`src/rtl/mutex_arb_pkg.sv`:
```
// Shared types and width helpers for the mutex merge arbiter.
// Related build option: MUTEX_ARB_LOCK_EN (see mutex_merge_arbiter.sv).
package mutex_arb_pkg;

  typedef enum logic [1:0] {
    ARB_ROTATE,
    ARB_HOLD,
    ARB_LOCK
  } arb_hold_e;

  function automatic int unsigned grant_w(input int unsigned num_req);
    return (num_req > 1) ? $clog2(num_req) : 1;
  endfunction

  // Burst counter must be able to hold MAX_BURST itself.
  function automatic int unsigned burst_w(input int unsigned max_burst);
    return (max_burst > 0) ? $clog2(max_burst + 1) : 1;
  endfunction

endpackage

```
`src/rtl/mutex_merge_arbiter_if.sv`:
```
// Requester/downstream channel bundle for the merge arbiter.
// i_lock exists only when MUTEX_ARB_LOCK_EN is defined.
interface mutex_merge_arbiter_if #(
  parameter int unsigned NUM_REQ = 2,
  parameter int unsigned DATA_W  = 32
);
  import mutex_arb_pkg::*;

  localparam int unsigned GRANT_W = grant_w(NUM_REQ);

  logic [NUM_REQ-1:0]        i_drive;
  logic [NUM_REQ*DATA_W-1:0] i_data;
  logic [NUM_REQ-1:0]        o_free;
  logic                      o_driveNext;
  logic [DATA_W-1:0]         o_data;
  logic [GRANT_W-1:0]        o_grant_id;
  logic                      i_freeNext;
`ifdef MUTEX_ARB_LOCK_EN
  logic [NUM_REQ-1:0]        i_lock;

  modport master (
    output i_drive, i_data, i_freeNext, i_lock,
    input  o_free, o_driveNext, o_data, o_grant_id
  );
  modport slave (
    input  i_drive, i_data, i_freeNext, i_lock,
    output o_free, o_driveNext, o_data, o_grant_id
  );
`else
  modport master (
    output i_drive, i_data, i_freeNext,
    input  o_free, o_driveNext, o_data, o_grant_id
  );
  modport slave (
    input  i_drive, i_data, i_freeNext,
    output o_free, o_driveNext, o_data, o_grant_id
  );
`endif

endinterface

```
`src/rtl/mutex_rr_pick.sv`:
```
// Combinational round-robin picker: first set request at or after i_start, wrapping.
module mutex_rr_pick
  import mutex_arb_pkg::*;
#(
  parameter int unsigned NUM_REQ = 2,
  parameter int unsigned GRANT_W = grant_w(NUM_REQ)
) (
  input  logic [NUM_REQ-1:0] i_req,
  input  logic [GRANT_W-1:0] i_start,
  output logic [NUM_REQ-1:0] o_onehot,
  output logic [GRANT_W-1:0] o_idx,
  output logic               o_any
);

  always_comb begin
    int unsigned pos;
    pos      = 0;
    o_onehot = '0;
    o_idx    = '0;
    o_any    = 1'b0;
    for (int unsigned i = 0; i < NUM_REQ; i++) begin
      pos = (32'(i_start) + i) % NUM_REQ;
      if (!o_any && i_req[GRANT_W'(pos)]) begin
        o_any = 1'b1;
        o_idx = GRANT_W'(pos);
      end
    end
    if (o_any) o_onehot[o_idx] = 1'b1;
  end

endmodule

```
`src/rtl/mutex_merge_arbiter.sv`:
```
// N-to-1 round-robin merge arbiter with bounded bursts and a one-entry output register.
// Define MUTEX_ARB_LOCK_EN to add i_lock, which pins the grant across a locked sequence.
module mutex_merge_arbiter
  import mutex_arb_pkg::*;
#(
  parameter int unsigned NUM_REQ   = 2,
  parameter int unsigned DATA_W    = 32,
  parameter int unsigned MAX_BURST = 4
) (
  input logic clk,
  input logic rst,
  mutex_merge_arbiter_if.slave bus
);

  localparam int unsigned GRANT_W = grant_w(NUM_REQ);
  localparam int unsigned BURST_W = burst_w(MAX_BURST);
  localparam logic [GRANT_W-1:0] LAST_IDX  = GRANT_W'(NUM_REQ - 1);
  localparam logic [BURST_W-1:0] BURST_MAX = BURST_W'(MAX_BURST);

  logic               r_valid;
  logic [DATA_W-1:0]  r_data;
  logic [GRANT_W-1:0] r_gid;
  logic [GRANT_W-1:0] r_last;
  logic [BURST_W-1:0] r_burst;

  logic               w_valid_d;
  logic [DATA_W-1:0]  w_data_d;
  logic [GRANT_W-1:0] w_gid_d;
  logic [GRANT_W-1:0] w_last_d;
  logic [BURST_W-1:0] w_burst_d;

  logic               w_locked;
  logic               w_can_load;
  logic               w_load;
  logic [GRANT_W-1:0] w_start;
  logic [NUM_REQ-1:0] w_rr_onehot;
  logic [GRANT_W-1:0] w_rr_idx;
  logic               w_rr_any;
  logic [GRANT_W-1:0] w_pick;
  logic [NUM_REQ-1:0] w_free;
  logic [DATA_W-1:0]  w_sel_data;
  arb_hold_e          w_hold_st;

`ifdef MUTEX_ARB_LOCK_EN
  logic r_lock;
  logic w_lock_d;

  always_ff @(posedge clk) begin
    if (!rst) r_lock <= 1'b0;
    else      r_lock <= w_lock_d;
  end

  always_comb begin
    w_lock_d = r_lock;
    if (w_load) w_lock_d = bus.i_lock[w_pick];
  end

  assign w_locked = r_lock;
`else
  assign w_locked = 1'b0;
`endif

  assign w_can_load = !r_valid || bus.i_freeNext;
  assign w_start    = (r_last == LAST_IDX) ? '0 : r_last + GRANT_W'(1);
  assign w_load     = |w_free;
  assign w_sel_data = bus.i_data[w_pick*DATA_W +: DATA_W];

  mutex_rr_pick #(
    .NUM_REQ (NUM_REQ),
    .GRANT_W (GRANT_W)
  ) u_rr_pick (
    .i_req    (bus.i_drive),
    .i_start  (w_start),
    .o_onehot (w_rr_onehot),
    .o_idx    (w_rr_idx),
    .o_any    (w_rr_any)
  );

  always_ff @(posedge clk) begin
    if (!rst) begin
      r_valid <= 1'b0;
      r_data  <= '0;
      r_gid   <= '0;
      r_last  <= LAST_IDX;
      r_burst <= '0;
    end else begin
      r_valid <= w_valid_d;
      r_data  <= w_data_d;
      r_gid   <= w_gid_d;
      r_last  <= w_last_d;
      r_burst <= w_burst_d;
    end
  end

  // burst_cnt==0 means "nothing granted since reset", so it never holds.
  always_comb begin
    w_hold_st = ARB_ROTATE;
    if (w_locked) begin
      w_hold_st = ARB_LOCK;
    end else if (bus.i_drive[r_last] && (r_burst != '0) && (r_burst < BURST_MAX)) begin
      w_hold_st = ARB_HOLD;
    end
  end

  always_comb begin
    w_valid_d = r_valid;
    w_data_d  = r_data;
    w_gid_d   = r_gid;
    w_last_d  = r_last;
    w_burst_d = r_burst;
    if (w_load) begin
      w_valid_d = 1'b1;
      w_data_d  = w_sel_data;
      w_gid_d   = w_pick;
      w_last_d  = w_pick;
      if (w_pick == r_last) begin
        w_burst_d = (r_burst >= BURST_MAX) ? BURST_MAX : r_burst + BURST_W'(1);
      end else begin
        w_burst_d = BURST_W'(1);
      end
    end else if (bus.i_freeNext) begin
      w_valid_d = 1'b0;
    end
  end

  always_comb begin
    w_pick = r_last;
    w_free = '0;
    unique case (w_hold_st)
      ARB_ROTATE: begin
        w_pick = w_rr_idx;
        if (w_rr_any) w_free = w_rr_onehot;
      end
      ARB_HOLD, ARB_LOCK: w_free[r_last] = bus.i_drive[r_last];
      default: w_free = '0;
    endcase
    if (!(w_can_load && rst)) w_free = '0;
  end

  assign bus.o_free      = w_free;
  assign bus.o_driveNext = r_valid;
  assign bus.o_data      = r_data;
  assign bus.o_grant_id  = r_gid;

endmodule

```
`src/flat_wrapper.sv`:
```
// flat-port wrapper written by rule: the top's interface ports become plain ports
module mutex_merge_arbiter_flat import mutex_arb_pkg::*;
#(
  parameter int unsigned NUM_REQ   = 2,
  parameter int unsigned DATA_W    = 32,
  parameter int unsigned MAX_BURST = 4
)
  (clk, rst, bus_i_drive, bus_i_data, bus_i_freeNext, bus_o_free, bus_o_driveNext, bus_o_data, bus_o_grant_id);
  mutex_merge_arbiter_if #(.NUM_REQ(NUM_REQ), .DATA_W(DATA_W)) bus_i ();
  input logic clk;
  input logic rst;
  input wire logic [$bits(bus_i.i_drive)-1:0] bus_i_drive;
  input wire logic [$bits(bus_i.i_data)-1:0] bus_i_data;
  input wire logic [$bits(bus_i.i_freeNext)-1:0] bus_i_freeNext;
  output wire logic [$bits(bus_i.o_free)-1:0] bus_o_free;
  output wire logic [$bits(bus_i.o_driveNext)-1:0] bus_o_driveNext;
  output wire logic [$bits(bus_i.o_data)-1:0] bus_o_data;
  output wire logic [$bits(bus_i.o_grant_id)-1:0] bus_o_grant_id;
  assign bus_i.i_drive = bus_i_drive;
  assign bus_i.i_data = bus_i_data;
  assign bus_i.i_freeNext = bus_i_freeNext;
  assign bus_o_free = bus_i.o_free;
  assign bus_o_driveNext = bus_i.o_driveNext;
  assign bus_o_data = bus_i.o_data;
  assign bus_o_grant_id = bus_i.o_grant_id;
  mutex_merge_arbiter #(.NUM_REQ(NUM_REQ), .DATA_W(DATA_W), .MAX_BURST(MAX_BURST)) u_core (.clk(clk), .rst(rst), .bus(bus_i));
endmodule
```
`config.mk`:
```
export PLATFORM = sky130hd
export DESIGN_NAME = mutex_merge_arbiter_flat
export DESIGN_NICKNAME = d
export VERILOG_FILES = /design/src/rtl/mutex_arb_pkg.sv /design/src/rtl/mutex_merge_arbiter_if.sv /design/src/rtl/mutex_rr_pick.sv /design/src/rtl/mutex_merge_arbiter.sv /design/src/flat_wrapper.sv
export SDC_FILE = /design/constraint.sdc
export NUM_CORES = 1
export LEC_CHECK = 0
export BUFFER_PORTS_ARGS = -buffer_cell sky130_fd_sc_hd__buf_2
export CAP_MARGIN = 20
export CORE_MARGIN = 3
export CORE_UTILIZATION = 42
export DETAILED_ROUTE_END_ITERATION = 8
export PLACE_DENSITY_LB_ADDON = 0.15
export SYNTH_ARGS = -nofsm -noshare
export SYNTH_HDL_FRONTEND = slang
export SYNTH_SLANG_ARGS = --single-unit
```
`constraint.sdc`:
```
create_clock -name clk -period 1.9 [get_ports clk]
set_input_delay 0 -clock clk [delete_from_list [all_inputs] [get_ports clk]]
set_output_delay 0 -clock clk [all_outputs]
set_load 0.05 [all_outputs]
```
==> impl_metrics.toml, run 1 <==
[clocking]
cts_tree = "done"
clock_latency_ps = 290
clk_path_buf_depth = 2
h-tree-depth = 2
clockRootBuffer = "clkbuf_8"
numCtsBuffers = 5
clk_pin_slew_ps = 80
cts.sinks = 38

[global_route]
grt.overflow.total = 0
grt_pass1_wl_mm = 10.0
antenna_found_initial = 0
grt_pass1_vias = 2089
grt_usage = 0.251
grt_max_degree = 37

[sta]
tns_ps = 0
setup_ws_ps = 96.7
relSlewSlack = 0.616
setup_violations = 0
drv_slew = 0
timing.hold.ws_ps = 6.24
period_needed_ps = 1800
worstMarginPinSlew_ps = 575
hold_viol = 0
clock.fmax_mhz = 555
fin_skew_ps = 7.82
period_share = 0.949

[layout]
syn_to_final_growth_pct = 71.3
finalNetCount = 447
final_common_cell = "buf_2"
diodes = 0
layout.cells.most_common_list = "buf_2 (103), a21oi_1 (63), dlygate4sd3_1 (57)"
final_cells = 425
drive_above_1_share = 0.345
fillers = 289

[logic_synthesis]
synth.distinct_cells = 26
netlist_area_um2 = 1720
synth_ff_type = "dfxtp_1"
synth_edf_count = 0
async_reset_ff_frac = 0
syn_inst = 218
yosys-top-cells-area = "dfxtp_1 (44%), a21oi_1 (19%), o21ai_0 (10%)"
syn-num-nets = 289
synth_top_area_cell = "dfxtp_1"
synth_top_area_frac = 0.443
ys_ff_latch = 38
seq_area_frac_synth = 0.443
syn_avg_cell_area_um2 = 7.87
synth_warnings = 0

[drt]
antenna_left = 0
drt_first_pass_iters = 4
drcViolationCount = 0
wl_per_cell_um = 14.2
drt_iter0_markers = 164
num_vias = 2150
finalWirelength_mm = 6.04
via_per_inst = 5.06

[place]
place_hpwl_mm = 3.38
io_buffers = 104
place_inst = 359
routabilityCongestion = 0.766
dpl_worst_slack_ps = 194

[power_and_ir_drop]
power.leakage_uw = 0.00143
clkPwrFrac = 0.265
peakVddDrop_mv = 0.491
seqPwrFrac = 0.407
cellPowerDensity_nw_per_um2 = 752
power_uw = 2210
p_sw_frac = 0.357
switchingPower_uw = 788
p_int_uw = 1420
p_comb_frac = 0.328

[floorplanning]
placementRows = 22
die-area_um2 = 4890
die_width_um = 69.9
die_h_um = 69.9
start_util = 0.452
core_area_um2 = 3800
io_pins = 105

[critical_path]
startpoint_type = "register"
cp_max_fo = 4
crit_type = "reg2out"
cp.required_ps = 1900
arrival_ps = 1800
end_kind = "output pin"

[flow_run]
max-cap-violations = 0

[status]
status = "complete, no violations"

[min_path]
hp-class = "in2reg"
## per-layer routing
| metal | global-route usage | vias to the layer above | share of wire | routed length (um) |
|---|---|---|---|---|
| li1 | - | 1078 | - | - |
| met1 | 0.296 | 968 | 0.41 | 2490 |
| met2 | 0.427 | 91 | 0.48 | 2910 |
| met3 | 0.0878 | 13 | 0.087 | 523 |
| met4 | 0.0723 | 0 | 0.018 | 110 |
| met5 | 0 | - | 0 | 0 |
## cells by family after synthesis
logic type / Yosys count / synth area share
AOI/OAI and AO/OA: 110 / 0.346
xor gates and xnor gates: 1 / 0.00511
adders and majority gates: 2 / 0.0146
buffers and inverters: 22 / 0.0693
DFF: 38 / 0.443
and+or+nand+nor: 45 / 0.122
## final timing paths
check	from	endpoint	slack, ps	cells past startpoint
min	bus_i_data[41]	u_core.bus.o_data[9]$_SDFFE_PN0P_	6	3
max	u_core.r_burst[0]$_SDFFE_PN0P_	bus_o_free[1]	100	7
min reg2reg	u_core.bus.o_grant_id$_SDFFE_PN0P_	u_core.bus.o_grant_id$_SDFFE_PN0P_	460	2
max reg2reg	u_core.r_burst[0]$_SDFFE_PN0P_	u_core.bus.o_data[8]$_SDFFE_PN0P_	170	7
## registers in the layout, indices dropped and copies added (netlist names)
| signal | count |
|---|---|
| u_core.bus.o_grant_id | 1 |
| u_core.bus.o_driveNext | 1 |
| u_core.r_burst | 3 |
| u_core.bus.o_data | 32 |
| u_core.r_last | 1 |
## what timing repair did
item / 4_1_cts / 5_1_grt
setup endpoints to repair: 0 / 1
buffers inserted: 0 / 1
gates resized for setup: 0 / 3
hold buffers: 57 / 0
endpoints found under the hold margin: 32 / 0
## area by class of cell
type | instances | area [um2] | share of cell area
Clock buffer | 6 | 82.6 | 0.0281
Tap cell | 48 | 60.1 | 0.0204
Clock inverter | 2 | 12.5 | 0.00426
Inverter | 4 | 15.0 | 0.00511
Sequential cell | 38 | 761 | 0.259
Timing Repair Buffer | 169 | 1170 | 0.397
Multi-Input combinational cell | 158 | 841 | 0.286
## power by group through the flow
stage / Clock (uW) / Combinational [uW] / Sequential, uW
finish: 586 / 725 / 898
global route: 651 / 780 / 907
CTS: 600 / 713 / 896
detailed placement: 0 / 624 / 912
global placement: 0 / 618 / 913
floorplan: 0 / 224 / 1130
## critical path, stage by stage (launching register included)
cell      delay, ps
dfxtp_1         370
inv_1            60
ha_1            230
o211ai_1        240
and3b_2         250
nand3_2         100
inv_1            80
buf_4           190
## cell usage after synthesis, types with 2 or more instances
cell       n
ha_1       2
clkbuf_1   9
a21oi_1   64
o211ai_1   2
inv_1      4
buf_6      4
buf_2      5
a21oi_2    3
nand2_1   35
o21ai_0   35
a21boi_0   2
dfxtp_1   38
nor2_1     2
## stage by stage
stage,cell area (um2),util
floorplan,1720,-
global placement,2260,0.595
detailed placement,2260,0.595
CTS,2930,0.770
global route,2940,0.773
finish,2940,0.773
Note: power is estimated with default switching activity, not from simulation.
==> run 2: changes to the inputs <==
--- a/config.mk
+++ b/config.mk
@@ -6,9 +6,8 @@
 export NUM_CORES = 1
 export LEC_CHECK = 0
 export BUFFER_PORTS_ARGS = -buffer_cell sky130_fd_sc_hd__buf_2
-export CAP_MARGIN = 20
 export CORE_MARGIN = 3
-export CORE_UTILIZATION = 42
+export CORE_UTILIZATION = 35
 export DETAILED_ROUTE_END_ITERATION = 8
 export PLACE_DENSITY_LB_ADDON = 0.15
 export SYNTH_ARGS = -nofsm -noshare
==> run 2 against run 1 <==
Effect of this change: combinational power increased by 2%; critical path type unchanged; non-clock buffer count increased by 5; sequential cell count unchanged; core utilization decreased by 9.9 points.
==> impl_metrics.toml, run 2 (synthesis gave the netlist of run 1 again) <==
[place]
place_hpwl_mm = 3.55
routabilityCongestion = 0.721
io_buffers = 104

[sta]
tns_ps = 0
setup_violations = 0
drv_slew = 0
fin_skew_ps = 5.43
rsz0062_at_grt = "false"
period_share = 0.942
worstMarginPinSlew_ps = 609
relSlewSlack = 0.593
clock.fmax_mhz = 559
period_needed_ps = 1790
hold_viol = 0

[floorplanning]
core_area_um2 = 4530
placementRows = 24
io_pins = 105
die_width_um = 76.0
die_h_um = 76.0
start_util = 0.378
die-area_um2 = 5780

[layout]
syn_to_final_growth_pct = 78.3
layout.cells.most_common_list = "buf_2 (103), a21oi_1 (63), dlygate4sd3_1 (61)"
final_common_cell = "buf_2"
finalNetCount = 452
diodes = 0
finish.utilization = 0.675
largest_register_ffs = 32
drive_above_1_share = 0.346

[flow_run]
max-cap-violations = 0

[min_path]
hp-class = "in2reg"

[global_route]
grtUsageMet1 = 0.240
grtUsageMet2 = 0.375
busiest_layer = "met2"
grt_pass1_vias = 2116
met3_usage = 0.0556
grt_pass1_wl_mm = 10.0
grt.overflow.total = 0
grt_usage = 0.208
grt_max_degree = 33
antenna_found_initial = 0

[drt]
finalWirelength_mm = 6.14
drcViolationCount = 0
num_vias = 2191
wl_per_cell_um = 13.7
drt_first_pass_iters = 4
drt_iter0_markers = 124
antenna_left = 0
via_per_inst = 4.90

[power_and_ir_drop]
cellPowerDensity_nw_per_um2 = 814
power.leakage_uw = 0.00148
peakVddDrop_mv = 0.471

[clocking]
numCtsBuffers = 5
clk_path_buf_depth = 2
clockRootBuffer = "clkbuf_8"
clk_pin_slew_ps = 80
h-tree-depth = 2
clock_latency_ps = 290
cts.sinks = 38
cts_tree = "done"

[critical_path]
cp_common_cell = "inv_1"
cp_max_fo = 4
cp_slowest_stage_delay_ps = 350
crit_buf_inv = 3
cp.required_ps = 1900
startpoint_type = "register"
crit_slowest_cell = "dfxtp_2"
cp_cell_sequence = "inv_1, ha_1, o211ai_1, and3b_2, nand3_2, inv_1, buf_6"
arrival_ps = 1790
end_kind = "output pin"
crit_type = "reg2out"
crit_family = "simple AND/OR/NAND/NOR gates"

[status]
status = "complete, no violations"
-- run 2: report_power, final --
| group | switching [uW] | internal, uW |
|---|---|---|
| sequential | 33.9 | 864 |
| combinational | 461 | 275 |
| clock | 298 | 560 |
-- run 2: path summary, 6_finish.rpt --
check                                startpoint                                 end  slack, ps  cells after the start
max              u_core.r_burst[0]$_SDFFE_PN0P_                       bus_o_free[1]        110                      7
min                              bus_i_data[35]   u_core.bus.o_data[3]$_SDFFE_PN0P_          9                      3
max reg2reg      u_core.r_burst[0]$_SDFFE_PN0P_  u_core.bus.o_data[19]$_SDFFE_PN0P_        210                      7
min reg2reg  u_core.bus.o_grant_id$_SDFFE_PN0P_  u_core.bus.o_grant_id$_SDFFE_PN0P_        480                      2
-- run 2: tightest hold or removal path: cells and delay by family --
kind,cells,cell delay (ps)
AO/OA/AOI/OAI,2,180
buffers and inverters,1,80
-- run 2: metal layers --
layer	vias to the layer above	wire (um)
li1	1089	-
met1	999	2580
met2	95	3040
met3	8	444
met4	0	81
met5	-	0
-- run 2: per-stage QoR --
step           instances  cell area [um2]  hold slack, ps  worst slack (ps)  total power, uW
2_1_floorplan        218             1720             134               228             1350
6_report             447             3060            8.88               110             2490
5_1_grt              447             3060            20.8              5.75             2600
3_5_place_dp         378             2300             246               215             1540
3_3_place_gp         378             2300             245               270             1540
4_1_cts              447             3050            1.59              35.6             2500
-- run 2: final cells by class --
class | instances | area [um2]
Fill cell | 382 | 1480
Clock buffer | 6 | 82.6
Multi-Input combinational cell | 158 | 841
Sequential cell | 38 | 762
Inverter | 4 | 15.0
Timing Repair Buffer | 174 | 1220
Tap cell | 65 | 81.3
Clock inverter | 2 | 60.1
-- run 2: repair_timing --
item	in CTS	in global routing
resized for setup	1	3
hold buffers	61	0
setup endpoints to repair	1	1
setup buffers	0	0
hold endpoints to repair	32	0
pin swaps	0	2
==> run 3: changes to the inputs <==
--- a/config.mk
+++ b/config.mk
@@ -10,6 +10,7 @@
 export CORE_UTILIZATION = 35
 export DETAILED_ROUTE_END_ITERATION = 8
 export PLACE_DENSITY_LB_ADDON = 0.15
+export REMOVE_ABC_BUFFERS = 1
 export SYNTH_ARGS = -nofsm -noshare
 export SYNTH_HDL_FRONTEND = slang
 export SYNTH_SLANG_ARGS = --single-unit
==> run 3 against run 2 <==
Effect of this change: critical path depth is the same; sequential cell count stayed put; register-to-register slack worse by 30 ps; die area did not move; clock power shrank 38%; hold slack worse by 8.6 ps; worst setup slack improved by 42 ps; largest cell class unchanged.
==> impl_metrics.toml, run 3 (synthesis gave the netlist of run 1 again) <==
[layout]
syn_to_final_growth_pct = 66.4
fillers = 416
finalNetCount = 437
multiInputGateArea_um2 = 848
diodes = 0
final_common_cell = "buf_2"
layout.cells.most_common_list = "buf_2 (103), a21oi_1 (64), dlygate4sd3_1 (46)"
seq_area_um2 = 763
largest_register_ffs = 32
drive_above_1_share = 0.358

[flow_run]
max-cap-violations = 0

[critical_path]
end_kind = "output pin"
crit_type = "reg2out"
arrival_ps = 1750
startpoint_type = "register"
cp.required_ps = 1900
rrSetupSlack_ps = 180
cp_max_fo = 7

[floorplanning]
die_width_um = 76.0
die-area_um2 = 5780
start_util = 0.378
placementRows = 24
core_area_um2 = 4530
io_pins = 105
die_h_um = 76.0

[power_and_ir_drop]
peakVddDrop_mv = 0.383
clkPwrFrac = 0.247
p_comb_frac = 0.332
p_int_uw = 1370
p_sw_frac = 0.358
seqPwrFrac = 0.421
cellPowerDensity_nw_per_um2 = 748
switchingPower_uw = 765
power.leakage_uw = 0.00138

[global_route]
grt_max_degree = 29
grt_usage = 0.193
antenna_found_initial = 0
grt.overflow.total = 0
grt_pass1_wl_mm = 9.20
grt_pass1_vias = 2037

[place]
io_buffers = 104
place_hpwl_mm = 3.63
dpl_worst_slack_ps = 223
routabilityCongestion = 0.695

[drt]
via_per_inst = 4.84
drcViolationCount = 0
antenna_left = 0
drt_iter0_markers = 88
wl_per_cell_um = 13.4
finalWirelength_mm = 5.79
num_vias = 2087
drt_first_pass_iters = 4

[sta]
rsz0062_at_grt = "false"
setup_violations = 0
relSlewSlack = 0.645
clock.fmax_mhz = 572
tns_ps = 0
timing.hold.ws_ps = 0.311
drv_slew = 0
period_share = 0.920
period_needed_ps = 1750
fin_skew_ps = 9.88
worstMarginPinSlew_ps = 531
setup_ws_ps = 152
hold_viol = 0

[clocking]
clockRootBuffer = "clkbuf_8"
clk_pin_slew_ps = 80
numCtsBuffers = 5
cts.sinks = 38
cts_tree = "done"
h-tree-depth = 2
clk_path_buf_depth = 2
clock_latency_ps = 290

[min_path]
hp-class = "in2reg"

[status]
status = "complete, no violations"
run 3: power groups by stage:
stage	Clock [uW]	Sequential (uW)	Combinational, uW
4_1_cts	542	897	704
2_1_floorplan	0	1130	187
3_3_place_gp	0	914	628
3_5_place_dp	0	913	631
6_report	528	898	709
5_1_grt	570	906	765
run 3: path summary, 6_finish.rpt:
check | endpoint | from | depth (start not counted)
max | bus_o_free[1] | u_core.r_burst[0]$_SDFFE_PN0P_ | 7
min | u_core.bus.o_data[21]$_SDFFE_PN0P_ | bus_i_data[53] | 3
max reg2reg | u_core.bus.o_data[15]$_SDFFE_PN0P_ | u_core.r_burst[0]$_SDFFE_PN0P_ | 7
min reg2reg | u_core.bus.o_grant_id$_SDFFE_PN0P_ | u_core.bus.o_grant_id$_SDFFE_PN0P_ | 2
run 3: through the flow:
step / instances / instance area (um2) / power [uW] / utilization
2_1_floorplan: 200 / 1610 / 1320 / -
3_3_place_gp: 378 / 2290 / 1540 / 0.506
3_5_place_dp: 378 / 2290 / 1540 / 0.506
4_1_cts: 431 / 2840 / 2140 / 0.626
5_1_grt: 431 / 2860 / 2240 / 0.630
6_report: 431 / 2860 / 2140 / 0.630
run 3: repair_timing:
| item | 4_1_cts | 5_1_grt |
|---|---|---|
| pin swaps | 0 | 1 |
| hold buffers | 46 | 0 |
| gates resized for setup | 1 | 6 |
| setup endpoints to repair | 1 | 2 |
| buffers inserted | 0 | 1 |
| endpoints found under the hold margin | 32 | 0 |
run 3: layer usage:
layer / vias to the layer above / part of all wire / global-route usage
met5: - / 0 / 0
met4: 0 / 0.015 / 0.0870
met3: 10 / 0.075 / 0.0603
met2: 81 / 0.47 / 0.319
met1: 941 / 0.44 / 0.229
li1: 1055 / - / -
run 3: critical path, cell delays in order (launching register included):
cell      delay, ps
dfxtp_2         340
inv_1            50
ha_2            200
o211ai_1        190
and3b_2         320
nand3_2         120
inv_1            90
buf_6           150
run 3: layout make-up:
cell class / count / area share
repair buffers: 159 / 0.374
multi-input cells: 158 / 0.297
flip-flops and latches: 38 / 0.267
well taps: 65 / 0.0285
clock buffers: 6 / 0.0254
inverters: 4 / 0.00526
clock inverters: 1 / 0.00263
